## config.mk

```make
export PLATFORM = sky130hd
export DESIGN_NAME = canvas_centerer
export DESIGN_NICKNAME = d
export VERILOG_FILES = /design/src/rtl/canvas_pkg.sv /design/src/rtl/bbox_tracker.sv /design/src/rtl/canvas_centerer.sv
export SDC_FILE = /design/constraint.sdc
export NUM_CORES = 2
export LEC_CHECK = 0
export ABC_AREA = 0
export BUFFER_PORTS_ARGS = -buffer_cell sky130_fd_sc_hd__clkbuf_2
export CORE_MARGIN = 2
export CORE_UTILIZATION = 35
export DETAILED_ROUTE_END_ITERATION = 16
export GPL_TIMING_DRIVEN = 0
export PLACE_DENSITY = 0.52
export SYNTH_ARGS = -nofsm -noshare
export SYNTH_HDL_FRONTEND = slang
export SYNTH_HIERARCHICAL = 1
export SYNTH_SLANG_ARGS = --single-unit
```

## constraint.sdc

```tcl
create_clock -name clk -period 6.9 [get_ports clk]
set_input_delay 1.035 -clock clk [delete_from_list [all_inputs] [get_ports clk]]
set_output_delay 1.035 -clock clk [all_outputs]
set_load 0.005 [all_outputs]
```

## src/rtl/canvas_pkg.sv

```systemverilog
// rtl/canvas_pkg.sv - shared canvas geometry and centerer FSM state type
package canvas_pkg;
  localparam int CANVAS_W = 32;
  localparam int CANVAS_H = 32;
  localparam int N        = CANVAS_W * CANVAS_H;
  localparam int X_W      = $clog2(CANVAS_W);
  localparam int Y_W      = $clog2(CANVAS_H);
  localparam int IDX_W    = X_W + Y_W;
  localparam int SHX_W    = X_W + 1;
  localparam int SHY_W    = Y_W + 1;

  typedef enum logic [1:0] {IDLE, SCAN, STREAM, FINISH} state_t;
endpackage

```

## src/rtl/bbox_tracker.sv

```systemverilog
// rtl/bbox_tracker.sv - running min/max of ink coordinates over one scan
module bbox_tracker #(
  parameter int XW   = 5,
  parameter int YW   = 5,
  parameter int XMAX = 31,
  parameter int YMAX = 31
) (
  input  logic          clk,
  input  logic          rst_n,
  input  logic          clear,
  input  logic          en,
  input  logic          ink,
  input  logic [XW-1:0] x,
  input  logic [YW-1:0] y,
  output logic [XW-1:0] min_x,
  output logic [XW-1:0] max_x,
  output logic [YW-1:0] min_y,
  output logic [YW-1:0] max_y
);
  logic [XW-1:0] min_x_q, min_x_d, max_x_q, max_x_d;
  logic [YW-1:0] min_y_q, min_y_d, max_y_q, max_y_d;

  always_comb begin
    min_x_d = min_x_q;
    max_x_d = max_x_q;
    min_y_d = min_y_q;
    max_y_d = max_y_q;
    if (clear) begin
      min_x_d = XW'(XMAX);
      max_x_d = '0;
      min_y_d = YW'(YMAX);
      max_y_d = '0;
    end else if (en && ink) begin
      if (x < min_x_q) min_x_d = x;
      if (x > max_x_q) max_x_d = x;
      if (y < min_y_q) min_y_d = y;
      if (y > max_y_q) max_y_d = y;
    end
  end

  always_ff @(posedge clk or negedge rst_n) begin
    if (!rst_n) begin
      min_x_q <= XW'(XMAX);
      max_x_q <= '0;
      min_y_q <= YW'(YMAX);
      max_y_q <= '0;
    end else begin
      min_x_q <= min_x_d;
      max_x_q <= max_x_d;
      min_y_q <= min_y_d;
      max_y_q <= max_y_d;
    end
  end

  assign min_x = min_x_q;
  assign max_x = max_x_q;
  assign min_y = min_y_q;
  assign max_y = max_y_q;
endmodule

```

## src/rtl/canvas_centerer.sv

```systemverilog
// rtl/canvas_centerer.sv - snapshot a canvas, find its ink bbox, stream it re-centered
module canvas_centerer
  import canvas_pkg::*;
#(
  parameter int CANVAS_W = canvas_pkg::CANVAS_W,
  parameter int CANVAS_H = canvas_pkg::CANVAS_H
) (
  input  logic                          clk,
  input  logic                          rst_n,
  input  logic [CANVAS_W*CANVAS_H-1:0]  canvas,
  input  logic                          empty,
  input  logic                          start,
  output logic                          busy,
  output logic                          pix_valid,
  input  logic                          pix_ready,
  output logic                          pix_data,
  output logic                          pix_last,
  output logic                          done,
  output logic                          blank,
  output logic [$clog2(CANVAS_W)-1:0]   bbox_min_x,
  output logic [$clog2(CANVAS_W)-1:0]   bbox_max_x,
  output logic [$clog2(CANVAS_H)-1:0]   bbox_min_y,
  output logic [$clog2(CANVAS_H)-1:0]   bbox_max_y
);
  localparam int NPIX = CANVAS_W * CANVAS_H;
  localparam int XW   = $clog2(CANVAS_W);
  localparam int YW   = $clog2(CANVAS_H);
  localparam int IW   = XW + YW;

  state_t               state_q, state_d;
  logic [IW-1:0]        cnt_q, cnt_d;
  logic [NPIX-1:0]      snap_q, snap_d;
  logic                 blank_q, blank_d;
  logic [XW-1:0]        min_x_q, min_x_d, max_x_q, max_x_d;
  logic [YW-1:0]        min_y_q, min_y_d, max_y_q, max_y_d;
  logic signed [XW:0]   shx_q, shx_d;
  logic signed [YW:0]   shy_q, shy_d;

  logic [XW-1:0]        cur_x, trk_min_x, trk_max_x, fin_max_x;
  logic [YW-1:0]        cur_y, trk_min_y, trk_max_y, fin_max_y;
  logic [XW:0]          sum_x;
  logic [YW:0]          sum_y;
  logic signed [XW:0]   shx_fin;
  logic signed [YW:0]   shy_fin;
  logic signed [XW+1:0] src_x;
  logic signed [YW+1:0] src_y;
  logic                 src_ok, cnt_last, accept;

  assign cur_x    = cnt_q[XW-1:0];
  assign cur_y    = cnt_q[IW-1:XW];
  assign cnt_last = (cnt_q == IW'(NPIX - 1));
  assign accept   = (state_q == IDLE) && start;

  bbox_tracker #(.XW(XW), .YW(YW), .XMAX(CANVAS_W - 1), .YMAX(CANVAS_H - 1)) u_bbox (
    .clk   (clk),
    .rst_n (rst_n),
    .clear (accept && !empty),
    .en    (state_q == SCAN),
    .ink   (snap_q[cnt_q]),
    .x     (cur_x),
    .y     (cur_y),
    .min_x (trk_min_x),
    .max_x (trk_max_x),
    .min_y (trk_min_y),
    .max_y (trk_max_y)
  );

  // The final scan pixel (W-1,H-1) lands in the tracker on the exit edge itself,
  // so fold it in here; it can only raise the maxima.
  assign fin_max_x = snap_q[NPIX-1] ? XW'(CANVAS_W - 1) : trk_max_x;
  assign fin_max_y = snap_q[NPIX-1] ? YW'(CANVAS_H - 1) : trk_max_y;
  assign sum_x     = {1'b0, trk_min_x} + {1'b0, fin_max_x};
  assign sum_y     = {1'b0, trk_min_y} + {1'b0, fin_max_y};
  assign shx_fin   = $signed((XW + 1)'(CANVAS_W / 2 - 1)) - $signed({1'b0, sum_x[XW:1]});
  assign shy_fin   = $signed((YW + 1)'(CANVAS_H / 2 - 1)) - $signed({1'b0, sum_y[YW:1]});

  // Source coordinate carries two extra bits so out-of-canvas reads never wrap.
  assign src_x  = $signed({2'b00, cur_x}) - $signed({shx_q[XW], shx_q});
  assign src_y  = $signed({2'b00, cur_y}) - $signed({shy_q[YW], shy_q});
  assign src_ok = !src_x[XW+1] && (src_x[XW:0] < (XW + 1)'(CANVAS_W)) &&
                  !src_y[YW+1] && (src_y[YW:0] < (YW + 1)'(CANVAS_H));

  always_comb begin
    state_d = state_q;
    cnt_d   = cnt_q;
    snap_d  = snap_q;
    blank_d = blank_q;
    min_x_d = min_x_q;
    max_x_d = max_x_q;
    min_y_d = min_y_q;
    max_y_d = max_y_q;
    shx_d   = shx_q;
    shy_d   = shy_q;
    case (state_q)
      IDLE: begin
        if (start) begin
          snap_d  = canvas;
          cnt_d   = '0;
          blank_d = empty;
          state_d = empty ? FINISH : SCAN;
        end
      end
      SCAN: begin
        if (cnt_last) begin
          cnt_d   = '0;
          state_d = STREAM;
          min_x_d = trk_min_x;
          max_x_d = fin_max_x;
          min_y_d = trk_min_y;
          max_y_d = fin_max_y;
          shx_d   = shx_fin;
          shy_d   = shy_fin;
        end else begin
          cnt_d = cnt_q + 1'b1;
        end
      end
      STREAM: begin
        if (pix_ready) begin
          if (cnt_last) begin
            cnt_d   = '0;
            state_d = FINISH;
          end else begin
            cnt_d = cnt_q + 1'b1;
          end
        end
      end
      FINISH:  state_d = IDLE;
      default: state_d = IDLE;
    endcase
  end

  always_ff @(posedge clk or negedge rst_n) begin
    if (!rst_n) begin
      state_q <= IDLE;
      cnt_q   <= '0;
      snap_q  <= '0;
      blank_q <= 1'b0;
      min_x_q <= '0;
      max_x_q <= '0;
      min_y_q <= '0;
      max_y_q <= '0;
      shx_q   <= '0;
      shy_q   <= '0;
    end else begin
      state_q <= state_d;
      cnt_q   <= cnt_d;
      snap_q  <= snap_d;
      blank_q <= blank_d;
      min_x_q <= min_x_d;
      max_x_q <= max_x_d;
      min_y_q <= min_y_d;
      max_y_q <= max_y_d;
      shx_q   <= shx_d;
      shy_q   <= shy_d;
    end
  end

  assign busy       = (state_q != IDLE);
  assign pix_valid  = (state_q == STREAM);
  assign pix_data   = (state_q == STREAM) && src_ok && snap_q[{src_y[YW-1:0], src_x[XW-1:0]}];
  assign pix_last   = (state_q == STREAM) && cnt_last;
  assign done       = (state_q == FINISH);
  assign blank      = blank_q;
  assign bbox_min_x = min_x_q;
  assign bbox_max_x = max_x_q;
  assign bbox_min_y = min_y_q;
  assign bbox_max_y = max_y_q;
endmodule

```

==> flow_metrics.env <==
export IMPL_outcome="complete, but fails checks"
export IMPL_violations="max-capacitance violations, max-slew violations"
export IMPL_rows=150
export IMPL_antenna_found_initial=147
export IMPL_worst_pin_slew_ps=1570
export IMPL_period_share_pct=99.0
export IMPL_dieArea_um2=171000
export IMPL_ys_ff_latch=1087
export IMPL_synthArstFlopShare_pct=100
export IMPL_grt_pass1_vias=43800
export IMPL_gr_total_overflow=0
export IMPL_critPathRequiredTime_ps=5860
export IMPL_whs_ps=275
export IMPL_crit_family="buffers and inverters"
export IMPL_syn_nets=4744
export IMPL_dp_final_hpwl_um=219000
export IMPL_first_pass_iters=5
export IMPL_criticalPathCategory="flip-flop to output port"
export IMPL_cts_sinks=1087
export IMPL_cp_num_buf_inv=11
export IMPL_fin_area_um2=72500
export IMPL_power_density_nw_per_um2=294
export IMPL_drcViolationCount=0
export IMPL_clk_pin_slew_ps=60
export IMPL_crit_chain="buf_12 > buf_12 > buf_12 > inv_2 > ha_1 > inv_1 > fa_2 > buf_8 > buf_12 > buf_16 > buf_12 > clkbuf_16 > mux4_2 > nand2_1 > a31oi_4 > o22ai_2 > nor4_2 > mux2i_2 > or3b_1 > a31oi_2 > buf_6"
export IMPL_wire_per_inst_um=39.1
export IMPL_die_height_um=413
export IMPL_ys_warn_count=6
export IMPL_synth_edf_count=0
export IMPL_cts_buffer_depth=3
export IMPL_io_buffers=1054
export IMPL_gp_congestion=0.877
export IMPL_drive_gt1_share_pct=63.2
export IMPL_place_area_um2=66900
export IMPL_cts_tree="done"
export IMPL_wl_um=284000
export IMPL_grt_pass1_wl_um=377000
export IMPL_core_um2=167000
export IMPL_arrival_ps=5800
export IMPL_routed_via_density=5.93
export IMPL_initial_core_util_pct=35.1
export IMPL_avgSynthCellArea_um2=16.0
export IMPL_synth_area_um2=58500
export IMPL_num_io_pins=1055
export IMPL_grt_max_degree=106
export IMPL_rr_worst_depth=13
export IMPL_ir_worst_vdd_mv=0.283
export IMPL_grt_use_total_pct=32.9
export IMPL_max_freq_ghz=0.146
export IMPL_setup_violations=0
export IMPL_synth_main_ff_cell="dfrtp_1"
export IMPL_die_w_um=413
export IMPL_worst_setup_path_end_kind="output port"
export IMPL_hold_violations=0
export IMPL_clk_insertion_delay_late_ps=830
export IMPL_num_vias=43000
export IMPL_cpMaxStageDelayCell="fa_2"
export IMPL_synth_cell_types=82
export IMPL_cp_start_kind="flip-flop"
export IMPL_finalMaxSlewViolations=22
export IMPL_min_path_type="primary input to asynchronous set/reset pin"
export IMPL_area_delta_synth_final_pct=23.8
export IMPL_nets=5961
export IMPL_synth_cells=3666
export IMPL_cts_buffers_inserted=135
export IMPL_postRouteAntennaNets=0
export IMPL_htreeDepth=4
export IMPL_critical_path_peak_fanout=19
export IMPL_cpPeakStageDelay_ps=540
export IMPL_leakage_nw=34.9
export IMPL_synth_seq_area_share_pct=46.5
export IMPL_drv_cap=2
export IMPL_cts_root_buf="clkbuf_16"
export IMPL_fin_crit_ps=6830
export IMPL_relSlewSlack_pct=-4.61
export IMPL_drt_iter0_markers=3874
export IMPL_fill_cells=15500
export IMPL_crit_cells=21
export IMPL_path_common_cell="buf_12"
export IMPL_fin_skew_ps=71.2
[worst paths after layout]
kind | slack, ps | to | start
hold reg to reg | 500 | bbox_max_x[0] | bbox_max_x[0]
setup reg to reg | 1370 | u_bbox/min_x[0] | cnt_q[2]
max in group asynchronous | 4560 | snap_q[103] | rst_n
setup / recovery | 70 | pix_data | cnt_q[0]
hold / removal | 280 | snap_q[192] | rst_n
min in group clk | 440 | snap_q[232] | canvas[232]
[repair_timing]
action,CTS,global route
hold buffers,0,0
pin swaps,6,6
buffers inserted,12,7
endpoints found under the setup margin,1,1
resized for setup,198,39
[stage by stage]
| step | setup TNS, ps | power, mW | setup slack [ps] | util (%) | instances |
|---|---|---|---|---|---|
| floorplan | 0 | 10.1 | 1480 | - | 3666 |
| global placement | - | 13.6 | -23520 | 39.9 | 6924 |
| detailed placement | -2430 | 13.7 | -2430 | 40.1 | 6936 |
| CTS | 0 | 21.3 | 2.31 | 43.2 | 7178 |
| global route | -3.48 | 21.9 | -3.48 | 43.5 | 7241 |
| finish | 0 | 21.3 | 65.7 | 43.5 | 7255 |
[per-layer routing]
| layer | track usage [%] | wire length [um] | vias to the layer above |
|---|---|---|---|
| met1 | 41.3 | 110000 | 23400 |
| met2 | 54.1 | 140000 | 2013 |
| met3 | 8.08 | 21400 | 517 |
| met4 | 14.3 | 11100 | 82 |
| met5 | 0 | 521 | - |
| li1 | - | - | 17000 |
[layout make-up]
type	instances	area (um2)	area share (%)
Buffer	284	2170	3.00
Sequential cell	1087	27200	37.5
Clock inverter	28	359	0.495
Multi-Input combinational cell	2238	29900	41.2
Timing Repair Buffer	1085	5800	8.00
Tap cell	2204	2760	3.80
Antenna cell	70	175	0.242
Inverter	52	198	0.273
Clock buffer	207	3960	5.47
[state kept, by name, indices dropped and copies added (netlist names)]
signal	count
snap_q	1024
cnt_q	10
bbox_max_x	5
bbox_max_y	5
bbox_min_x	5
bbox_min_y	5
shx_q	5
shy_q	5
u_bbox/max_x	5
u_bbox/max_y	5
u_bbox/min_x	5
u_bbox/min_y	5
state_q	2
blank	1
[cells in the mapped netlist, types with 29 or more instances]
cell / count / area share, %
clkbuf_1: 155 / 0.99
mux2i_1: 29 / 0.50
nand2_1: 118 / 0.76
a21oi_1: 49 / 0.42
ha_1: 45 / 0.96
nand3_1: 29 / 0.25
mux2_2: 1044 / 20
mux4_2: 619 / 24
inv_1: 51 / 0.33
nor2_1: 40 / 0.26
buf_2: 52 / 0.44
dfrtp_1: 1077 / 46
[logic make-up (layout without fill, tap and decap cells)]
kind of cell	count (synthesis)	count (layout)	share of synthesized area, %
DFF	1087	1087	46.5
muxes	1692	1692	44.4
AOI/OAI and AO/OA	214	214	2.68
buffers and inverters	341	1656	2.86
and+or+nand+nor	267	267	2.20
xor gates and xnor gates	16	16	0.271
adders and majority gates	49	49	1.10
other	0	70	0
[report_power, final]
group / leakage, nW / switching (mW) / internal, mW
Sequential: 15.1 / 0.136 / 6.46
Combinational: 17.7 / 5.04 / 2.57
Clock: 2.11 / 3.04 / 4.09
[layout by cell type, fill, tap and decap left out, types with 16 or more instances in the layout]
master,instances
dfrtp_1,1076
clkbuf_2,1060
mux2_2,1044
mux4_2,619
clkbuf_1,185
clkbuf_16,140
nand2_1,117
diode_2,70
inv_1,50
a21oi_1,47
ha_1,45
nor2_1,39
buf_6,32
buf_2,30
nand3_1,28
clkbuf_8,26
buf_12,25
mux2i_1,22
buf_4,22
buf_16,20
o21ai_0,18
buf_8,18
buf_1,16
Note: power is estimated with default switching activity, not from simulation.
